[config.mk]
export PLATFORM = sky130hd
export DESIGN_NAME = conv2_issue_scheduler
export DESIGN_NICKNAME = d
export VERILOG_FILES = /design/src/rtl/conv_pkg.sv /design/src/rtl/conv_result_fifo.sv /design/src/rtl/conv2_issue_scheduler.sv
export SDC_FILE = /design/constraint.sdc
export NUM_CORES = 2
export LEC_CHECK = 0
export ABC_AREA = 1
export BUFFER_PORTS_ARGS = -buffer_cell sky130_fd_sc_hd__buf_2
export CAP_MARGIN = 20
export CORE_ASPECT_RATIO = 1.1
export CORE_UTILIZATION = 53
export DETAILED_ROUTE_END_ITERATION = 10
export PLACE_DENSITY = 0.66
export SYNTH_ARGS = -nofsm -noshare
export SYNTH_HDL_FRONTEND = slang
export SYNTH_SLANG_ARGS = --single-unit
export TNS_END_PERCENT = 1
[constraint.sdc]
create_clock -name clk -period 30.7 [get_ports clk]
set_input_delay 6.14 -clock clk [delete_from_list [all_inputs] [get_ports clk]]
set_output_delay 6.14 -clock clk [all_outputs]
set_load 0.1 [all_outputs]
[src/rtl/conv_pkg.sv]
// Shared types and constants for the conv2 issue scheduler: layer geometry,
// scheduler state encoding and the per-pixel tag carried alongside the pipeline.
package conv_pkg;

  localparam int NUM_FILTERS = 32;
  localparam int MAP_DIM     = 14;
  localparam int IN_CH       = 16;

  localparam int F_W = 5;
  localparam int C_W = 4;

  localparam logic [2:0] ST_IDLE  = 3'd0;
  localparam logic [2:0] ST_RUN   = 3'd1;
  localparam logic [2:0] ST_DRAIN = 3'd2;
  localparam logic [2:0] ST_DONE  = 3'd3;
  localparam logic [2:0] ST_FLUSH = 3'd4;

  typedef enum logic [2:0] {
    S_IDLE  = ST_IDLE,
    S_RUN   = ST_RUN,
    S_DRAIN = ST_DRAIN,
    S_DONE  = ST_DONE,
    S_FLUSH = ST_FLUSH
  } sched_state_t;

  typedef struct packed {
    logic [F_W-1:0] f;
    logic [C_W-1:0] i;
    logic [C_W-1:0] j;
  } pix_tag_t;

  typedef struct packed {
    logic     valid;
    pix_tag_t tag;
  } tag_slot_t;

  localparam int TAG_W = $bits(pix_tag_t);

  // Raster advance: j fastest, then i, then filter.
  function automatic pix_tag_t next_pix(input pix_tag_t p, input int nf, input int md);
    next_pix = p;
    if (int'(p.j) == md - 1) begin
      next_pix.j = '0;
      if (int'(p.i) == md - 1) begin
        next_pix.i = '0;
        next_pix.f = (int'(p.f) == nf - 1) ? '0 : p.f + F_W'(1);
      end else begin
        next_pix.i = p.i + C_W'(1);
      end
    end else begin
      next_pix.j = p.j + C_W'(1);
    end
  endfunction

endpackage

[src/rtl/conv_result_fifo.sv]
// First-word-fall-through result FIFO with occupancy count and synchronous clear.
module conv_result_fifo #(
  parameter  int DEPTH = 32,
  parameter  int WIDTH = 45,
  localparam int CW    = $clog2(DEPTH + 1),
  localparam int PW    = (DEPTH > 1) ? $clog2(DEPTH) : 1
) (
  input  logic             clk,
  input  logic             reset,
  input  logic             clear,
  input  logic             push,
  input  logic [WIDTH-1:0] push_data,
  input  logic             pop,
  output logic             head_valid,
  output logic [WIDTH-1:0] head_data,
  output logic [CW-1:0]    count
);

  logic [WIDTH-1:0] mem [DEPTH];
  logic [PW-1:0]    wr_ptr_q, wr_ptr_d;
  logic [PW-1:0]    rd_ptr_q, rd_ptr_d;
  logic [CW-1:0]    count_q, count_d;
  logic             do_push, do_pop;

  always_comb begin
    do_pop   = pop && (count_q != '0);
    do_push  = push && ((count_q != CW'(DEPTH)) || do_pop);
    wr_ptr_d = wr_ptr_q;
    rd_ptr_d = rd_ptr_q;
    count_d  = count_q;
    if (clear) begin
      wr_ptr_d = '0;
      rd_ptr_d = '0;
      count_d  = '0;
    end else begin
      if (do_push) wr_ptr_d = (wr_ptr_q == PW'(DEPTH - 1)) ? '0 : wr_ptr_q + PW'(1);
      if (do_pop)  rd_ptr_d = (rd_ptr_q == PW'(DEPTH - 1)) ? '0 : rd_ptr_q + PW'(1);
      count_d = count_q + CW'(do_push) - CW'(do_pop);
    end
  end

  always_ff @(posedge clk or posedge reset) begin
    if (reset) begin
      wr_ptr_q <= '0;
      rd_ptr_q <= '0;
      count_q  <= '0;
    end else begin
      wr_ptr_q <= wr_ptr_d;
      rd_ptr_q <= rd_ptr_d;
      count_q  <= count_d;
    end
  end

  always_ff @(posedge clk) begin
    if (do_push && !clear) mem[wr_ptr_q] <= push_data;
  end

  // Head forced to zero when empty so the port reads clean out of reset.
  assign head_valid = (count_q != '0);
  assign head_data  = head_valid ? mem[rd_ptr_q] : '0;
  assign count      = count_q;

endmodule

[src/rtl/conv2_issue_scheduler.sv]
// Issues one output pixel per clock into the shared conv2 filter pipeline, realigns
// returning results with their coordinates and buffers them for the feature-map writer.
module conv2_issue_scheduler #(
  parameter int NUM_FILTERS = 32,
  parameter int MAP_DIM     = 14,
  parameter int PIPE_LAT    = 18,
  parameter int FIFO_DEPTH  = 32,
  parameter int DATA_W      = 32
) (
  input  logic              clk,
  input  logic              reset,
  input  logic              start,
  input  logic              abort,
  output logic              busy,
  output logic              done,
  output logic              err_sync,
  output logic              pix_valid,
  output logic [4:0]        pix_f,
  output logic [3:0]        pix_i,
  output logic [3:0]        pix_j,
  input  logic              pipe_valid_out,
  input  logic [DATA_W-1:0] pipe_result,
  output logic              wr_valid,
  input  logic              wr_ready,
  output logic [4:0]        wr_f,
  output logic [3:0]        wr_i,
  output logic [3:0]        wr_j,
  output logic [DATA_W-1:0] wr_data
);

  localparam int TAG_W   = conv_pkg::TAG_W;
  localparam int ENTRY_W = TAG_W + DATA_W;
  localparam int CW      = $clog2(FIFO_DEPTH + 1);
  localparam int IFW     = $clog2(PIPE_LAT + 1);

  conv_pkg::sched_state_t state_q, state_d;
  conv_pkg::pix_tag_t     pix_q, pix_d;
  conv_pkg::tag_slot_t    tag_q [PIPE_LAT];
  conv_pkg::tag_slot_t    tag_d [PIPE_LAT];
  conv_pkg::tag_slot_t    tail;
  conv_pkg::pix_tag_t     head_tag;

  logic           pix_valid_q, pix_valid_d;
  logic           busy_q, busy_d;
  logic           done_q, done_d;
  logic           err_q, err_d;
  logic [IFW-1:0] in_flight_q, in_flight_d;

  logic               issue, last_pix, flush_now, ret_dec, credit_ok;
  logic               fifo_clear, fifo_push, fifo_pop, fifo_head_valid;
  logic [ENTRY_W-1:0] fifo_head;
  logic [CW-1:0]      fifo_count, fifo_count_next;

  always_comb begin
    tag_d[0].valid = pix_valid_q;
    tag_d[0].tag   = pix_q;
    for (int unsigned k = 1; k < PIPE_LAT; k++) tag_d[k] = tag_q[k-1];
  end

  assign tail = tag_q[PIPE_LAT-1];

  always_comb begin
    state_d   = state_q;
    pix_d     = pix_q;
    issue     = pix_valid_q;
    last_pix  = (int'(pix_q.f) == NUM_FILTERS - 1) && (int'(pix_q.i) == MAP_DIM - 1) &&
                (int'(pix_q.j) == MAP_DIM - 1);
    flush_now = (state_q == conv_pkg::S_FLUSH) || ((state_q != conv_pkg::S_IDLE) && abort);

    fifo_clear      = flush_now;
    fifo_push       = pipe_valid_out && tail.valid && !flush_now;
    fifo_pop        = fifo_head_valid && wr_ready;
    fifo_count_next = flush_now ? '0 : fifo_count + CW'(fifo_push) - CW'(fifo_pop);

    ret_dec     = pipe_valid_out && (in_flight_q != '0);
    in_flight_d = in_flight_q + IFW'(issue) - IFW'(ret_dec);

    err_d = err_q | (pipe_valid_out && !tail.valid);
    if (issue) pix_d = conv_pkg::next_pix(pix_q, NUM_FILTERS, MAP_DIM);

    // Completion looks at next-cycle occupancy so done lands the cycle after the last pop.
    unique case (state_q)
      conv_pkg::S_IDLE: begin
        if (start && !abort) begin
          state_d = conv_pkg::S_RUN;
          pix_d   = '0;
          err_d   = 1'b0;
        end
      end
      conv_pkg::S_RUN: begin
        if (abort)                state_d = conv_pkg::S_FLUSH;
        else if (issue && last_pix) state_d = conv_pkg::S_DRAIN;
      end
      conv_pkg::S_DRAIN: begin
        if (abort) state_d = conv_pkg::S_FLUSH;
        else if ((in_flight_d == '0) && (fifo_count_next == '0)) state_d = conv_pkg::S_DONE;
      end
      conv_pkg::S_DONE: begin
        state_d = abort ? conv_pkg::S_FLUSH : conv_pkg::S_IDLE;
      end
      conv_pkg::S_FLUSH: begin
        if (in_flight_d == '0) state_d = conv_pkg::S_IDLE;
      end
      default: state_d = conv_pkg::S_IDLE;
    endcase

    // Credits count everything issued and not yet popped, as of the next cycle.
    credit_ok   = (int'(in_flight_d) + int'(fifo_count_next)) < FIFO_DEPTH;
    pix_valid_d = (state_d == conv_pkg::S_RUN) && credit_ok;
    busy_d      = state_d inside {conv_pkg::S_RUN, conv_pkg::S_DRAIN, conv_pkg::S_FLUSH};
    done_d      = (state_d == conv_pkg::S_DONE);
  end

  always_ff @(posedge clk or posedge reset) begin
    if (reset) begin
      state_q     <= conv_pkg::S_IDLE;
      pix_q       <= '0;
      pix_valid_q <= 1'b0;
      busy_q      <= 1'b0;
      done_q      <= 1'b0;
      err_q       <= 1'b0;
      in_flight_q <= '0;
      for (int unsigned k = 0; k < PIPE_LAT; k++) tag_q[k] <= '0;
    end else begin
      state_q     <= state_d;
      pix_q       <= pix_d;
      pix_valid_q <= pix_valid_d;
      busy_q      <= busy_d;
      done_q      <= done_d;
      err_q       <= err_d;
      in_flight_q <= in_flight_d;
      for (int unsigned k = 0; k < PIPE_LAT; k++) tag_q[k] <= tag_d[k];
    end
  end

  conv_result_fifo #(
    .DEPTH (FIFO_DEPTH),
    .WIDTH (ENTRY_W)
  ) u_fifo (
    .clk        (clk),
    .reset      (reset),
    .clear      (fifo_clear),
    .push       (fifo_push),
    .push_data  ({tail.tag, pipe_result}),
    .pop        (fifo_pop),
    .head_valid (fifo_head_valid),
    .head_data  (fifo_head),
    .count      (fifo_count)
  );

  assign head_tag  = conv_pkg::pix_tag_t'(fifo_head[ENTRY_W-1 -: TAG_W]);

  assign busy      = busy_q;
  assign done      = done_q;
  assign err_sync  = err_q;
  assign pix_valid = pix_valid_q;
  assign pix_f     = pix_q.f;
  assign pix_i     = pix_q.i;
  assign pix_j     = pix_q.j;
  assign wr_valid  = fifo_head_valid;
  assign wr_f      = head_tag.f;
  assign wr_i      = head_tag.i;
  assign wr_j      = head_tag.j;
  assign wr_data   = fifo_head[DATA_W-1:0];

endmodule
======== Word-level counts from Yosys, hierarchy flattened ========
Memories as Yosys holds them, arrays and structs flattened.
Cells that the tools add are included.
W data, S select, Z words.
cells by class
  reductions and logical operators ........ 29
  equality and inequality tests ........... 14
  shift operators ......................... 0
  magnitude comparators ................... 1
  multiplexer cells ....................... 29
  bitwise gates (word level) .............. 1
  divide/modulo/power cells ............... 0
  multiply operators ...................... 0
  add/sub/neg operators ................... 12
operators by type and width
  cell                   number
  $mux W45               1
  $mux W5                8
  $mux W13               3
  $mux W3                7
  $add A5 B1 Y5 const B  3
  $logic_and A1 B1 Y1    15
  $pmux W3 S5            1
  $add A6 B1 Y6          2
  $eq A3 B2 Y1 const B   4
  $mux W6                2
  $sub A6 B1 Y6          2
  $eq A5 B5 Y1 const B   2
  $mux W9                1
  $add A4 B1 Y4 const B  2
  $eq A4 B3 Y1 const B   2
  $mux W4                2
  $add A5 B6 Y7          1
  $lt A7 B6 Y1 const B   1
  $eq A3 B1 Y1 const B   2
  $eq A3 B3 Y1 const B   2
  $logic_not A6 Y1       1
  $ne A6 B6 Y1 const B   1
  $reduce_bool A3 Y1     2
  $reduce_bool A6 Y1     1
  11 further kinds       18
storage, ports and cells
  memories kept ........................... 1
  bits in registers ....................... 293
  bits in latches ......................... 0
  word-level logic and storage cells ...... 171
  memory bits (writable) .................. 1440
  output and inout bits ................... 63
  bits in read-only memories .............. 0
memories
  name        depth  bits a word  read ports  clocked after memory_dff  write ports  line                    text
  u_fifo.mem  32     45           1           0                         1            conv_result_fifo.sv:19  logic [WIDTH-1:0] mem [DEPTH];

======== Logic depth before layout (Yosys ltp) ========
  word-level depth ........................ 15
  gate-level depth with buffers ........... 24
  depth with buffers taken out ............ 24

======== Cells and area by module ========
From an unflattened synthesis, not the netlist that was laid out.
second synthesis, totals
  cells, all modules ...................... 6310
  area, all modules ....................... 70956.8 um^2
modules (own cells, without submodules)
  module                 instances  sequential area each (um^2)  area an instance (um^2)  cells each
  conv_result_fifo       1          43641.9                      62696.4                  5797
  conv2_issue_scheduler  1          6931.6                       8260.4                   513

======== Worst setup path before layout ========
Ideal clock, no wire load.
  kind .................................... reg2out
  from .................................... reg u_fifo.count_q[2] (netlist: u_fifo.count[2])
  to ...................................... out wr_data[10]
  setup slack ............................. 21304 ps
  stages on the path, launching flop included .. 9
  required time ........................... 24560 ps
  arrival time ............................ 3256 ps
  buffers on the path ..................... 1
  cell sequence ........................... dfrtp_1 -> inv_1 -> ha_1 -> nand3_1 -> inv_1 -> nand2_1 -> inv_2 -> clkbuf_1 -> a21oi_1
on the way
  word-level cells in the longest chain between the ends .. 2
ends and longest elaborated chain
  what                    line                         text
  start, declared         conv_result_fifo.sv:22       logic [CW-1:0] count_q, count_d;
  start signal, assigned  conv_result_fifo.sv:50       count_q <= count_d;
  $reduce_bool A6 Y1      conv_result_fifo.sv:59       assign head_valid = (count_q != '0);
  named net wr_valid      conv2_issue_scheduler.sv:23  output logic wr_valid,
  $mux W45                conv_result_fifo.sv:60       assign head_data = head_valid ? mem[rd_ptr_q] : '0;
  end, declared           conv2_issue_scheduler.sv:28  output logic [DATA_W-1:0] wr_data
The timed path passes the listed nets, and every way through them passes these cells.

======== Worst setup path in the final report ========
  from .................................... reg u_fifo.rd_ptr_q[0]
  to ...................................... out wr_data[8]
on the way
  word-level cells in the longest chain between the ends .. 2
ends and longest elaborated chain
  what                    line                    text
  start, declared         conv_result_fifo.sv:21  logic [PW-1:0] rd_ptr_q, rd_ptr_d;
  start signal, assigned  conv_result_fifo.sv:49  rd_ptr_q <= rd_ptr_d;
  $mem_v2 Z32 W45         --
  $mux W45                conv_result_fifo.sv:60
Every way passes these cells.

==> run summary <==
Routed WL per cell = 25.3 um
Final ANT Viol Nets = 0
Top Family by Delay on Critical Path = buffers and inverters
Power per cell area = 89.8 nW/um^2
CP peak stage delay = 0.94 ns
Cts hold-fix bufs = 0
Synth top area cells = edfxtp_1 66%, dfrtp_1 11%, nand2_1 6.8%, nor2_1 2.4%, a21oi_1 2.2%
# nets final = 5044
Total Power = 0.00655 W
DP Worst Slack = 19.39 ns
CTS-repair resized insts = 0
Global-route wire length before repair = 250000 um
Flop pwr share = 0.409
Average cell area after synthesis = 13.3 um^2
Cell count after synthesis = 4942
Clock transition at path regs = 0.06 ns
Fin crit period = 12.20 ns
Total number of vias = 40486
Asr flop ratio synth = 0.169
Pleak = 27.0 nW
Fin Setup TNS = 0 ns
Final WS setup = 18.50 ns
PortBufs = 100
Top_reg_cell synth = edfxtp_1
Final period utilization = 0.397
RSZ-0062 raised after global routing = no
Worst vdd ir = 0.0906 mV
Max-slew violation count = 0
Routability cong. = 0.787
Count of different cell masters after synthesis = 41
Root Buffer = clkbuf_16
Synth warn = 0
Area leader, netlist = edfxtp_1
All-layer global routing usage = 0.274
Setup violators final = 0
Drt drc = 0
Largest net degree at the start of global routing = 222
Max H-tree Level = 4
Internal = 0.00414 W
Status = finished clean
Drt via density = 5.99
Comb pwr share = 0.289
Clock share of power = 0.302
Most frequent cell after synthesis = edfxtp_1
Layout cell share with drive strength beyond 1 = 0.0872
Crit path buffers/inverters = 4
Layout area overhead = 11.2%
Vert. Die Dim = 371 um
Worst-path fanout max = 221
CTS tree = yes
Slew @ Worst Pin = 1.20 ns
Dpl hpwl = 78100 um
Crit. End Element = output port
Synth Register Bits = 1733
Tightest Hold Check Type = reg -> reg
Area of the mapped netlist = 65600 um^2
Sequential share of the synthesized area = 0.771
CP Launch Type = register
# rows = 135
Syn nets = 5012
Die Width = 338 um
Core ar. = 123000 um^2
Number of flops mapped to enable cells by yosys = 1440
WL final = 171000 um
Critical path's most frequent cell = nand2_1
Iter 0 DRT Violations = 4976
IO Pins = 101
Clock skew = 0.0317 ns
Pre-antenna DRT Iters = 5
Psw = 0.00241 W
Worst slew margin = 0.200
F_max = 82.0 MHz
Die Area = 125000 um^2
CTS Buf Count = 166
Crit Path Category = reg -> out
Max-cap violations = 0
Vias in the first global route = 38641
CP required = 24.56 ns
Core Util, Final = 0.594
Slowest cell on crit path = buf_4
Initial Util = 0.534
Post-CTS setup buffers = 0
Max Root-Sink Buffers = 3
# clock sinks = 1733
Switching share of power = 0.367
Synth top area share = 0.659
List of most frequent post-synthesis cells = 1440 x edfxtp_1, 1190 x nand2_1, 419 x nor2_1
Critical path cell sequence = inv_8 > buf_4 > buf_12 > o21ai_0 > o22ai_1 > nand2_1 > nand2_1 > nand3_1 > a21oi_1 > buf_2
Gr ovfl total = 0
Antenna violations before repair = 10
Arrival @ worst endpoint = 6.06 ns
Fin. Hold Viols = 0
Skew-Pair Late Insertion Delay = 0.80 ns
## power groups by stage
stage          Combinational, W  Clock, W  Sequential (W)
2_1_floorplan           0.00143         0         0.00270
3_3_place_gp            0.00185         0         0.00273
3_5_place_dp            0.00187         0         0.00273
4_1_cts                 0.00188   0.00201         0.00268
5_1_grt                 0.00204   0.00209         0.00269
6_report                0.00189   0.00198         0.00268
## layout by cell type (no fill, tap or decap), types with 11 or more instances in the layout
cell type,count
clkbuf_8,11
nor2_1,387
dfrtp_1,290
o211ai_1,45
clkinv_1,27
nand2_1,1190
nand3_1,78
clkbuf_16,170
clkbuf_1,41
buf_4,55
mux2i_1,45
buf_2,100
a211oi_1,135
o21ai_1,101
o22ai_1,183
edfxtp_1,1440
inv_1,70
clkinv_2,19
nor2_4,33
a21oi_1,293
o21ai_0,277
ha_1,29
## layout make-up
| class | instances | area, um^2 |
|---|---|---|
| flip-flops and latches | 1733 | 50600 |
| clock inverters | 74 | 677 |
| multi-input cells | 2831 | 13700 |
| repair buffers | 164 | 1120 |
| diodes | 7 | 17.5 |
| well taps | 1644 | 2060 |
| inverters | 78 | 323 |
| clock buffers | 223 | 4570 |
| fillers | 9551 | 50000 |
## metal layers
layer / GRT usage / up-vias / part of all wire
li1: - / 17797 / -
met3: 0.0448 / 347 / 0.089
met2: 0.439 / 1922 / 0.48
met4: 0.0967 / 8 / 0.031
met5: 0 / - / 0.00033
met1: 0.382 / 20412 / 0.40
## cells by family (layout without fill, tap and decap cells)
| group | count (synthesis) | in the layout | share of synthesized area |
|---|---|---|---|
| compound gates | 1042 | 1042 | 0.0902 |
| fa+ha+maj | 32 | 32 | 0.00644 |
| flops | 1733 | 1733 | 0.771 |
| xor+xnor | 5 | 5 | 0.000667 |
| other cells | 0 | 7 | 0 |
| buf+inv | 378 | 539 | 0.0254 |
| mux | 45 | 45 | 0.00686 |
| simple gates | 1707 | 1707 | 0.100 |
## worst paths after layout
path                               startpoint                 end  slack (ns)  cells after the start
min in group asynchronous               reset          tag_d[237]        5.53                      2
setup / recovery           u_fifo.rd_ptr_q[0]          wr_data[8]       18.50                     10
hold reg to reg                      tag_d[7]            tag_q[7]        0.34                      0
hold / removal                       tag_d[7]            tag_q[7]        0.34                      0
setup reg to reg                   state_q[1]  u_fifo.mem[21][14]       26.30                     10
max in group asynchronous               reset           tag_d[17]       23.66                      3
## state kept, by name, indices dropped and copies added (netlist names)
register         count
busy                 1
u_fifo.mem        1440
err_sync             1
pix_i                4
pix_valid            1
u_fifo.rd_ptr_q      5
u_fifo.wr_ptr_q      5
done                 1
u_fifo.count         6
state_q              3
tag_d              238
in_flight_q          5
pix_f                5
tag_q               14
pix_j                4
## through the flow
stage	hold WS, ns	area, um^2	cells
final	0.344	73000	6754
after floorplan	0.331	65600	4942
after global placement	0.331	67600	6445
after detailed placement	0.335	67700	6448
after CTS	0.348	72900	6745
after global routing	0.350	73000	6749
No activity file was read; power rests on OpenSTA's default activity.
